===== src/rtl/perreg_arb4.sv =====
// Four-requester round-robin arbiter feeding one shared data register.
// A register holding an unconsumed word can be drained and refilled in the same cycle.
module perreg_arb4 #(
    parameter int DW   = 16,
    parameter int CNTW = 8
) (
    input  logic            clk,
    input  logic            rstn,
    input  logic [3:0]      req,
    input  logic [4*DW-1:0] d,
    output logic [3:0]      gnt,
    output logic [DW-1:0]   q,
    output logic            qv,
    input  logic            qrdy,
    output logic [1:0]      qsrc,
    output logic [CNTW-1:0] gcnt
);

    typedef enum logic {
        EMPTY = 1'b0,
        FULL  = 1'b1
    } state_t;

    state_t          state_reg;
    state_t          state_next;
    logic [DW-1:0]   q_reg;
    logic [1:0]      qsrc_reg;
    logic [1:0]      ptr_reg;
    logic [CNTW-1:0] gcnt_reg;

    logic [DW-1:0]   slice [4];
    logic            window;
    logic            grant_any;
    logic [1:0]      grant_idx;
    logic [1:0]      cand;

    generate
        for (genvar gi = 0; gi < 4; gi++) begin : g_slice
            assign slice[gi] = d[gi*DW +: DW];
        end
    endgenerate

    // Rotated priority search; reset forces the grant low even though the window reads open.
    always_comb begin
        gnt       = '0;
        grant_any = 1'b0;
        grant_idx = '0;
        cand      = '0;
        window    = (state_reg == EMPTY) || qrdy;
        if (rstn && window) begin
            for (int k = 0; k < 4; k++) begin
                cand = ptr_reg + 2'(k);
                if (!grant_any && req[cand]) begin
                    gnt[cand] = 1'b1;
                    grant_any = 1'b1;
                    grant_idx = cand;
                end
            end
        end
    end

    always_comb begin
        state_next = state_reg;
        case (state_reg)
            EMPTY: if (grant_any) state_next = FULL;
            FULL:  if (qrdy && !grant_any) state_next = EMPTY;
            default: state_next = EMPTY;
        endcase
    end

    always_ff @(posedge clk or negedge rstn) begin
        if (!rstn) begin
            state_reg <= EMPTY;
            q_reg     <= '0;
            qsrc_reg  <= '0;
            ptr_reg   <= '0;
            gcnt_reg  <= '0;
        end else begin
            state_reg <= state_next;
            if (grant_any) begin
                q_reg    <= slice[grant_idx];
                qsrc_reg <= grant_idx;
                ptr_reg  <= grant_idx + 2'd1;
                gcnt_reg <= gcnt_reg + CNTW'(1);
            end
        end
    end

    assign q    = q_reg;
    assign qv   = (state_reg == FULL);
    assign qsrc = qsrc_reg;
    assign gcnt = gcnt_reg;

endmodule

===== config.mk =====
export PLATFORM = sky130hd
export DESIGN_NAME = perreg_arb4
export DESIGN_NICKNAME = d
export VERILOG_FILES = /design/src/rtl/perreg_arb4.sv
export SDC_FILE = /design/constraint.sdc
export NUM_CORES = 1
export LEC_CHECK = 0
export CAP_MARGIN = 0
export CORE_AREA = 4 4 101 103
export DETAILED_ROUTE_END_ITERATION = 10
export DIE_AREA = 0 0 105 107
export SYNTH_ARGS = -nofsm -noshare
export SYNTH_HDL_FRONTEND = slang
export SYNTH_SLANG_ARGS = --single-unit
export TNS_END_PERCENT = 5

===== constraint.sdc =====
create_clock -name clk -period 10 [get_ports clk]
set_input_delay 3 -clock clk [delete_from_list [all_inputs] [get_ports clk]]
set_output_delay 3 -clock clk [all_outputs]
set_load 0.05 [all_outputs]

==> results list, run 1 <==
- Top-area cell type share of the netlist area: 0.332
- Worst R2R Start: ptr_reg[0]
- Synthesis produced 194 cells.
- The die is between 100 and 150 um tall.
- Shortest period the worst path allows: 8.95 ns
- Routed length per placed instance: about 15 um
- For flop-to-flop paths, the worst setup slack is 6.32 ns.
- Number of max-slew violations in the final report: 0
- Post_cts resized: 0
* CP arrival: 5.95 ns
* I/O pin count: 102
- The tool flagged a number of max-cap violations equal to 0.
* Share of the clock period used by the worst path after layout: 0.895
* Number of diodes added for antenna fixing: 0
- Die outline area: approximately 11,000 um^2
- TritonCTS clock tree: yes
- IR drop worst, VDD: 0.152 mV
* Final clock skew: 0.00503 ns
- For this run, the leading register cell type out of synthesis is sky130_fd_sc_hd__dfrtp_1.
- Clock latency of the later-clocked register in the worst-skew pair: 0.28 ns
- Aggregate routed wire length: 6120 um
* Average instance area after synthesis: 11.3 um^2
- Counting along the longest clock path gives a buffer depth of 2.
- RSZ-0062 raised after global routing: no
- Drt first pass iters: 4
- Longest individual stage delay on the worst path: 0.82 ns
- Worst setup path startpoint: req[0]
- CTS built an H-tree with a depth of 2.
* Commonest cells in the netlist: sky130_fd_sc_hd__dfrtp_1 (29), sky130_fd_sc_hd__nand2_1 (27), sky130_fd_sc_hd__mux2i_1 (25)
* Core Box Area: slightly above 9000 um^2
- Post-detailed-route via-to-cell ratio: about 4.7
- CTS placed an instance of sky130_fd_sc_hd__clkbuf_8 at the clock tree root.
- Category of the critical setup timing path: input pin to output port
- Entering global routing, the biggest net connects 34 pins.
- Synth async-reset ratio: 1.00
- Of the cells placed in the final design, the portion with a size suffix greater than 1 is 0.137.
- Timing analysis after detailed placement gives a worst setup slack of 1.06 ns.
- Final layout net count: around 370
- The floorplan has 35 rows.
- The slowest stage of the critical path is the sky130_fd_sc_hd__clkdlybuf4s50_1 cell.
* First-pass GRT wire length: ~10,000 um
* DRC violations left: 0
- The die is 105 um wide.
- Setup violations remaining at the end of the flow were counted as 0.
- Post-Synthesis Cell Area: 2190 um^2
* Total power consumption of the routed design: 1.08 mW
- After clock tree synthesis, the clock-pin slew on the worst setup and hold paths is 0.06 ns.
* Top fanout value on the critical path: 11
* Number of global-route vias before repair: 2,027
* Clock net sink count: 29
- The initial utilization of the core area, before any placement, comes to 0.238.
- The worst setup path is launched from an input pin.
- Largest area contributor in the synthesized netlist: sky130_fd_sc_hd__dfrtp_1
* Number of different library cells in the post-synthesis netlist: 45
- Buffers inserted during clock tree synthesis total 5.
* Leakage: 1.39 nW
* Nets in the synthesized netlist: ~270
- In the final layout, the multi-input gates occupy 1320 um^2.
- Counting flops with a built-in enable in the synthesized netlist gives 0.
- Largest register FFs: 16
- Final Hold Viols: 0
- In this run, the number of DRC markers left after iteration 0 of detailed routing was 35.
- Post-CTS timing repair inserted 0 buffers for setup.
- Cell chain of the critical path: clkdlybuf4s50_1 -> mux4_2 -> or3_4 -> nor2_1 -> a221oi_1 -> nor2_1 -> clkdlybuf4s50_1
* Data required time of the critical path: roughly 7.0 ns
- Biggest area contributors in the synthesized netlist: sky130_fd_sc_hd__dfrtp_1 (33%), sky130_fd_sc_hd__mux2i_1 (11%), sky130_fd_sc_hd__ha_1 (5.1%)
- Dividing total power by cell area gives a power density of 327 nW/um^2.
- Register bit count reported by yosys: 29
* Final worst slack: 1.05 ns
- Sequential cell area in the final layout: 726 um^2
- Final global-route overflow total: 0
- In this run the tightest slew margin relative to its limit is 0.222.
- Hold buffer count at CTS: 0
- Final sum of negative setup slack: 0 ns
* Global placement routability congestion: between 0.7 and 0.8
- Highest clock frequency the design can meet: 112 MHz
- Portion of the post-synthesis area used by sequential elements: 0.332
- During placement, the flow inserted port buffers numbering 101.
- Yosys warning count: 0
- The tightest min-delay check is of the register to register type.
- Number of antenna violations at the first check in global routing: 0
- Across all layers, the routed design uses 1,894 vias.
* Final-layout worst hold slack: ~0.5 ns
- Capture point of the worst path: gnt[1]
- Antenna Nets Post-Route: 0
- All-layer global routing usage: 0.111
* Area added between synthesis and finish: 50.4%
* Capture instance of the worst register-to-register path: q[3]
* Top-count cell post-synth: sky130_fd_sc_hd__dfrtp_1
* Sum of net half-perimeters after detailed placement: 4760 um
* Cells on worst reg2reg path: 7
- The flow ran to the end, and the final reports show no timing, DRC or antenna violations.
- The layout has 940 filler cells.
* Worst-Margin Slew: 1.16 ns
- Critical Path Sink Type: output port
-- cell usage in the layout, fill, tap and decap left out, drive strengths merged, types with 2 or more instances in the layout --
| cell type | count |
|---|---|
| a21oi | 3 |
| a221oi | 4 |
| a22oi | 4 |
| and2 | 3 |
| and3 | 2 |
| clkbuf | 5 |
| clkdlybuf4s50 | 101 |
| clkinv | 2 |
| dfrtp | 29 |
| ha | 9 |
| inv | 2 |
| mux2 | 2 |
| mux2i | 25 |
| mux4 | 3 |
| nand2 | 29 |
| nand4 | 4 |
| nor2 | 13 |
| nor3 | 2 |
| o211ai | 9 |
| o21ai | 2 |
| o221ai | 16 |
| or2b | 2 |
| xnor2 | 9 |
-- stage by stage --
| stage | cell area [um^2] | utilization | cells |
|---|---|---|---|
| final | 3290 | 0.358 | 404 |
| after global placement | 3210 | 0.349 | 396 |
| after floorplan | 2190 | - | 194 |
| after detailed placement | 3210 | 0.349 | 396 |
| after global routing | 3290 | 0.358 | 404 |
| after CTS | 3290 | 0.358 | 404 |
-- cells by family after synthesis --
family	count (synthesis)	synth area share
AO/OA/AOI/OAI	46	0.220
XOR/XNOR	9	0.0360
adder cells (fa/ha/maj)	9	0.0515
buffers and inverters	13	0.0675
AND/OR/NAND/NOR	58	0.138
multiplexers	30	0.156
flip-flops	29	0.332
-- how the worst min path moves through the flow --
stage                  from      end  depth (start not counted)
floorplan           qsrc[1]  qsrc[1]                          2
global placement    qsrc[1]  qsrc[1]                          2
detailed placement  qsrc[1]  qsrc[1]                          2
CTS                   q[12]    q[12]                          2
global route          q[12]    q[12]                          2
finish                q[12]    q[12]                          2
-- routing by layer --
| metal | up-vias | routed length (um) | track usage | part of all wire |
|---|---|---|---|---|
| li1 | 925 | - | - | - |
| met1 | 884 | 2620 | 0.130 | 0.43 |
| met2 | 79 | 2850 | 0.188 | 0.47 |
| met3 | 6 | 577 | 0.0433 | 0.094 |
| met4 | 0 | 68 | 0.0291 | 0.011 |
| met5 | - | 0 | 0 | 0 |
-- report_power, final --
| group | switching, mW | total, mW | internal [mW] |
|---|---|---|---|
| Sequential | 0.0541 | 0.227 | 0.173 |
| Clock | 0.0468 | 0.0947 | 0.0479 |
| Combinational | 0.463 | 0.756 | 0.293 |
| Total | 0.564 | 1.08 | 0.513 |
-- layout make-up --
class                           count  area share
Tap cell                          111      0.0422
Inverter                            2     0.00228
Clock inverter                      3     0.00532
Multi-Input combinational cell    152       0.399
Timing Repair Buffer              102       0.309
Clock buffer                        5      0.0209
Sequential cell                    29       0.220
-- critical path, delay by kind of cell --
kind	cells	cell delay, ns
buf+inv	2	1.34
simple gates	3	0.83
compound gates	1	0.13
mux	1	0.65
(Power assumes the default switching activity.)
==> run 2, diff against run 1 <==
==> constraint.sdc (replaced) <==
create_clock -name clk -period 10.21 [get_ports clk]
set_input_delay 3.063 -clock clk [delete_from_list [all_inputs] [get_ports clk]]
set_output_delay 3.063 -clock clk [all_outputs]
set_load 0.05 [all_outputs]
==> results list, run 2 (synthesis results as in run 1) <==
* Final layout net count: 372 (unchanged)
- The area of the multi-input gates is 1320 um^2 (unchanged).
- The first-pass GRT wire length came to 10,100 um (about the same).
- Core Box Area: 9200 um^2 (unchanged)
- Max_slew headroom: 0.245 (was 0.222)
- The number of global-route vias before repair is 2,083 (was 2,027).
- Number of cells after detailed placement: 396 (unchanged)
* Share of post-route cells with drive strength above 1: 0.137 (unchanged)
- The number of routed nets with antenna violations was 0 (unchanged).
- Share of the clock period used by the worst path after layout: 0.887
* Number of max-slew violations in the final report: 0 (unchanged)
- Timing would allow up to between 100 and 150 MHz.
* Height of the die: 107 um (unchanged)
* Net load switching power: 0.552 mW (was 0.564 mW)
* Clock-pin slew reported for the worst setup and hold paths after clock tree synthesis: 0.07 ns (was 0.06 ns)
- RSZ-0062 raised after global routing: no (unchanged).
- The detailed-route via count came to 1,895 (was 1,894).
- Worst min-delay path class: register to register (unchanged)
* Critical path launch point type: input pin (unchanged)
- Fillers: 920 (was 940)
- Die outline area: 11,200 um^2 (unchanged)
- Global placement routability congestion: 0.799 (was 0.798)
- Initial cell density of the core: 0.238 (unchanged)
* Category of the critical setup timing path: input pin to output port (unchanged)
- Shortest period the worst path allows: 9.06 ns
- Hold buffer count at CTS: 0 (unchanged)
* Largest register FFs: 16 (unchanged)
* Aggregate routed wire length: 6090 um (was 6120 um)
- Post-detailed-route via-to-cell ratio: 4.69 (about the same)
* All-layer global routing usage: 0.111 (about the same)
* TritonCTS clock tree: yes (unchanged)
- Number of antenna violations at the first check in global routing: 0 (unchanged)
- The fraction of power consumed by sequential logic is 0.209 (was 0.211).
- The final setup skew was 0.00663 ns (was 0.00503 ns).
* Clock latency of the later-clocked register in the worst-skew pair: 0.28 ns (about the same)
* H-tree lvl count: 2 (unchanged)
- IR drop worst, VDD: 0.152 mV (about the same)
- Final global-route overflow total: 0 (unchanged)
* Routed length per placed instance: 15.1 um (about the same)
* Final Hold Viols: 0 (unchanged)
* I/O pin count: 102 (unchanged)
* Worst-Margin Slew: 1.13 ns (was 1.16 ns)
- Clock net sink count: 29 (unchanged)
- Cell with the largest stage delay on the worst path: sky130_fd_sc_hd__clkdlybuf4s50_1 (unchanged)
* Share of power burned in the clock network: 0.089 (was 0.088)
* Buffer count from post-CTS setup fixing: 0 (unchanged)
* DRC violations left: 0 (unchanged)
- The maximum number of pins on one net before global-route repair came to 34 (unchanged).
* Post_cts resized: 0 (unchanged)
- The critical path's largest stage delay came to 0.81 ns (was 0.82 ns).
- Switching share of power: 0.524 (was 0.523)
- Count of buffers inserted at the top-level ports: 101 (unchanged)
- The standard-cell row count came to 35 (unchanged).
- Endpoints failing setup: 0 (unchanged)
- The count of antenna diodes in the layout is 0 (unchanged).
- The horizontal extent of the die was 105 um (unchanged).
* Data required time of the critical path: 7.15 ns (was 7.00 ns)
* Critical Path Sink Type: output port (unchanged)
- The non-filler instance count after layout was 404 (unchanged).
- The synthesis-to-finish area growth came to 50.4% (unchanged).
* Leading cell type in the layout, fill and taps excluded: sky130_fd_sc_hd__clkdlybuf4s50_1 (unchanged)
- Leading cell types in the layout, fill and taps excluded: sky130_fd_sc_hd__clkdlybuf4s50_1 (101), sky130_fd_sc_hd__dfrtp_1 (29), sky130_fd_sc_hd__nand2_1 (27) (unchanged)
* Sum of net half-perimeters after detailed placement: 4760 um (about the same)
- Clock buffers created by TritonCTS: 5 (unchanged)
- Number of DRC markers in iteration 0: 46 (was 35)
- Comb pwr share: 0.702 (was 0.701)
* Final sum of negative setup slack: 0 ns (unchanged)
- CP arrival: 5.99 ns (was 5.95 ns)
* Cell chain of the critical path: clkdlybuf4s50_1 -> mux4_2 -> or3_4 -> nor2_1 -> a221oi_1 -> nor2_1 -> clkdlybuf4s50_1 (unchanged)
- The largest fanout of any net on the critical path was 11 (unchanged).
- The cell chosen for the clock root is sky130_fd_sc_hd__clkbuf_8 (unchanged).
- Total internal power: 0.503 mW (was 0.513 mW)
- Leakage: 1.39 nW (unchanged)
* Deepest clock path buffer count: 2 (unchanged)
- P per Cell Area: 321 nW/um^2 (was 327 nW/um^2)
* Sequential cell area in the final layout: 726 um^2 (unchanged)
- Drt first pass iters: 4 (unchanged)
- Outcome: completed (unchanged)
- Number of max-capacitance violations reported: 0 (unchanged)
==> run 2: critical path, delay by kind of cell <==
family	cells	cell delay, ns
buffers and inverters	2	1.33
AND/OR/NAND/NOR	3	0.80
multiplexers	1	0.65
AO/OA/AOI/OAI	1	0.14
==> run 2: power by group through the flow <==
stage                     combinational [mW]  clock [mW]  sequential [mW]
after floorplan                        0.418           0            0.383
after detailed placement               0.749           0            0.223
after global placement                 0.747           0            0.222
final                                  0.741      0.0939            0.221
after CTS                              0.750      0.0974            0.222
after global routing                   0.800       0.103            0.232
==> run 2: routing by layer <==
metal / routed length (um) / global-route usage / part of all wire
met2: 2870 / 0.183 / 0.47
met3: 593 / 0.0409 / 0.097
met1: 2520 / 0.133 / 0.41
met4: 98 / 0.0347 / 0.016
met5: 0 / 0 / 0
==> run 2: layout make-up <==
cell class / instances / area share
Sequential cell: 29 / 0.220
Clock inverter: 3 / 0.00532
Clock buffer: 5 / 0.0209
Inverter: 2 / 0.00228
Timing Repair Buffer: 102 / 0.309
Tap cell: 111 / 0.0422
Multi-Input combinational cell: 152 / 0.399
==> run 2: per-stage QoR <==
| stage | hold slack [ns] | worst slack, ns | total power, mW | cell area, um^2 | utilization |
|---|---|---|---|---|---|
| floorplan | 0.741 | 2.20 | 0.801 | 2190 | - |
| global placement | 0.460 | 1.24 | 0.969 | 3210 | 0.349 |
| detailed placement | 0.474 | 1.16 | 0.973 | 3210 | 0.349 |
| CTS | 0.487 | 1.15 | 1.07 | 3290 | 0.358 |
| global route | 0.508 | 1.03 | 1.13 | 3290 | 0.358 |
| finish | 0.482 | 1.15 | 1.06 | 3290 | 0.358 |
==> run 2: path summary, 6_finish.rpt <==
| check | startpoint | end | slack (ns) | cells past startpoint |
|---|---|---|---|---|
| max | req[0] | gnt[1] | 1.15 | 7 |
| min | qsrc[1] | qsrc[1] | 0.48 | 2 |
| max reg2reg | ptr_reg[0] | q[10] | 6.55 | 7 |
| min reg2reg | qsrc[1] | qsrc[1] | 0.48 | 2 |
| max in group asynchronous | rstn | ptr_reg[1] | 6.74 | 2 |
| min in group asynchronous | rstn | q[1] | 3.18 | 2 |
==> run 3, diff against run 2 <==
--- a/config.mk
+++ b/config.mk
@@ -6,9 +6,11 @@
 export NUM_CORES = 1
 export LEC_CHECK = 0
 export CAP_MARGIN = 0
-export CORE_AREA = 4 4 101 103
+export CORE_AREA = 4 4 85 87
 export DETAILED_ROUTE_END_ITERATION = 10
-export DIE_AREA = 0 0 105 107
+export DIE_AREA = 0 0 89 91
+export GPL_TIMING_DRIVEN = 0
+export PLACE_DENSITY = 0.68
 export SYNTH_ARGS = -nofsm -noshare
 export SYNTH_HDL_FRONTEND = slang
 export SYNTH_SLANG_ARGS = --single-unit
==> results list, run 3 (synthesis results as in run 1) <==
- The number of buffers inserted by port buffering came to 101 (unchanged).
- The TritonCTS clock tree was yes (unchanged).
- Category of the critical setup timing path: input pin to output port (unchanged)
* Worst R2R Start: ptr_reg[0] (unchanged)
* Sum of net half-perimeters after detailed placement: 4800 um (was 4760 um)
- Endpoints failing setup: 0 (unchanged)
* Deepest clock path buffer count: 2 (unchanged)
* Capture instance of the worst register-to-register path: q[12] (was q[10])
- The global routing met3 resource utilization came to 0.0434 (was 0.0409).
- The starting density of the core came to 0.345 (was 0.238).
- Critical Path Sink Type: output port (unchanged)
- Core Box Area: 6350 um^2 (was 9200 um^2)
- The clock-pin slew reported for the worst setup and hold paths after clock tree synthesis was 0.07 ns (about the same).
- Leading cell types in the layout, fill and taps excluded: sky130_fd_sc_hd__clkdlybuf4s50_1 (100), sky130_fd_sc_hd__dfrtp_1 (29), sky130_fd_sc_hd__nand2_1 (27) (was sky130_fd_sc_hd__clkdlybuf4s50_1 (101), sky130_fd_sc_hd__dfrtp_1 (29), sky130_fd_sc_hd__nand2_1 (27))
- The most congested layer reported by global routing is met2 (unchanged).
- Share of the clock period used by the worst path after layout: 0.880 (was 0.887)
- Final Hold Viols: 0 (unchanged)
- The number of buffers inserted to repair setup after CTS was 0 (unchanged).
- The met1 usage came to 0.210 (was 0.133).
- The chip height is 91 um (was 107 um).
* Cell chain of the critical path: clkdlybuf4s50_1 -> mux4_2 -> or3_4 -> nor2_1 -> a221oi_1 -> nor2_1 -> clkdlybuf4s50_1 (unchanged)
- Post-detailed-route via-to-cell ratio: 5.08 (was 4.69)
- Die outline area: 8100 um^2 (was 11,200 um^2)
- The worst min-delay path endpoint is gcnt[7] (was qsrc[1]).
- Shortest period the worst path allows: 8.99 ns (was 9.06 ns)
- Number of max-capacitance violations reported: 0 (unchanged)
- The total iterations of the first detailed-routing run was 4 (unchanged).
- The maximum level of the CTS H-tree came to 2 (unchanged).
* Number of DRC markers in iteration 0: 50 (was 46)
* Highest clock frequency the design can meet: 111 MHz (was 110 MHz)
* Routed length per placed instance: 16.5 um (was 15.1 um)
- The count of antenna diodes in the layout came to 0 (unchanged).
- Largest net degree at the start of global routing: 32 (was 34)
- Number of vias after detailed routing: 1,931 (was 1,895)
- DRC violations left: 0 (unchanged)
- The total wirelength of the detailed-routed design was 6280 um (was 6090 um).
- Number of global-route vias before repair: 2,021 (was 2,083)
* Share of post-route cells with drive strength above 1: 0.168 (was 0.137)
* Kind of cell adding the most delay to the critical path: buffers and inverters (unchanged)
* Number of max-slew violations in the final report: 0 (unchanged)
- The startpoint of the lowest-slack hold path was gcnt[7] (was qsrc[1]).
- The largest vdd supply drop was 0.190 mV (was 0.152 mV).
- Antenna Nets Post-Route: 0 (unchanged)
* Register-to-register path setup slack: 7.10 ns (was 6.55 ns)
- RSZ-0062 raised after global routing: no (unchanged)
- Global-route met2 utilization: 0.252 (was 0.183)
- Longest individual stage delay on the worst path: 0.82 ns (was 0.81 ns)
* Final layout net count: 382 (was 372)
- Buffer cell driving the clock tree root: sky130_fd_sc_hd__clkbuf_8 (unchanged)
- The total grt overflow came to 0 (unchanged).
* P per Cell Area: 330 nW/um^2 (was 321 nW/um^2)
- The worst-margin pin slew came to 0.703 ns (was 1.13 ns).
* I/O pin count: 102 (unchanged)
* Leading cell type in the layout, fill and taps excluded: sky130_fd_sc_hd__clkdlybuf4s50_1 (unchanged)
* Cells on worst reg2reg path: 10 (was 7)
* Max_slew headroom: 0.531 (was 0.245)
- The largest fanout of any net on the critical path was 8 (was 11).
* CP arrival: 5.93 ns (was 5.99 ns)
- The cell with the largest stage delay on the worst path is sky130_fd_sc_hd__clkdlybuf4s50_1 (unchanged).
* Outcome: completed (unchanged)
- Leakage: 1.46 nW (was 1.39 nW)
- The number of CTS-inserted buffers came to 5 (unchanged).
- Final-layout worst hold slack: 0.470 ns (was 0.482 ns)
- The number of flip-flops in the largest register was 16 (unchanged).
* Final sum of negative setup slack: 0 ns (unchanged)
- First-pass GRT wire length: 9990 um (was 10,100 um)
* Critical path launch point type: input pin (unchanged)
- Clock latency of the later-clocked register in the worst-skew pair: 0.28 ns (about the same)
* Global placement routability congestion: 0.750 (was 0.799)
* X dimension of the die: 89 um (was 105 um)
- The global-route usage over all layers came to 0.155 (was 0.111).
- The cell depth of the worst hold path came to 1 (was 2).
- Post_cts resized: 0 (unchanged)
- Clock net sink count: 29 (unchanged)
- The final setup skew was 0.00718 ns (was 0.00663 ns).
- The number of antenna violations at the first check in global routing is 0 (unchanged).
- Hold buffer count at CTS: 0 (unchanged)
- The worst hold-check path type was register to register (unchanged).
- The post-layout total power came to 1.11 mW (was 1.06 mW).
- Area added between synthesis and finish: 54.3% (was 50.4%)
- The standard-cell row count is 29 (was 35).
- Data required time of the critical path: 7.15 ns (about the same)
- Buffers & Inverters on Critical Path: 2 (unchanged)
run 3: changes by cell type in the layout (fill, tap and decap cells not counted), sizes merged:
cell           before  now
buf                 1   10
clkbuf              5    7
clkdlybuf4s50     101  100
run 3: cell type report:
class                   count  area (um^2)
fillers                   577         2970
multi-input cells         152         1320
repair buffers            101         1010
flip-flops and latches     29          726
plain buffers              11          140
well taps                  77         96.3
clock buffers               5         68.8
clock inverters             3         17.5
inverters                   2         7.51
run 3: power breakdown:
part	switching, mW	internal (mW)
sequential	0.0464	0.169
combinational	0.468	0.334
clock	0.0477	0.0470
run 3: through the flow:
stage / cells / setup slack (ns) / instance area [um^2] / util
final: 380 / 1.22 / 3380 / 0.532
after global routing: 380 / 1.06 / 3380 / 0.532
after CTS: 380 / 1.25 / 3380 / 0.532
after detailed placement: 372 / 1.25 / 3290 / 0.518
after global placement: 372 / 0.953 / 3300 / 0.519
after floorplan: 194 / 2.20 / 2190 / -
run 3: how the worst max path moves through the flow:
stage / from / endpoint / slack (ns) / cells past startpoint
floorplan: req[2] / gnt[0] / 2.20 / 5
global route: req[2] / gnt[2] / 1.06 / 7
finish: req[2] / gnt[1] / 1.22 / 7
CTS: req[0] / gnt[0] / 1.25 / 7
detailed placement: req[0] / gnt[0] / 1.25 / 7
global placement: rstn / gnt[2] / 0.95 / 4
run 3: layer usage:
layer  share of wire  wire [um]  up-vias
li1                -          -      951
met1            0.44       2760      916
met2            0.48       3020       62
met3           0.077        483        2
met4          0.0019         12        0
met5               0          0        -
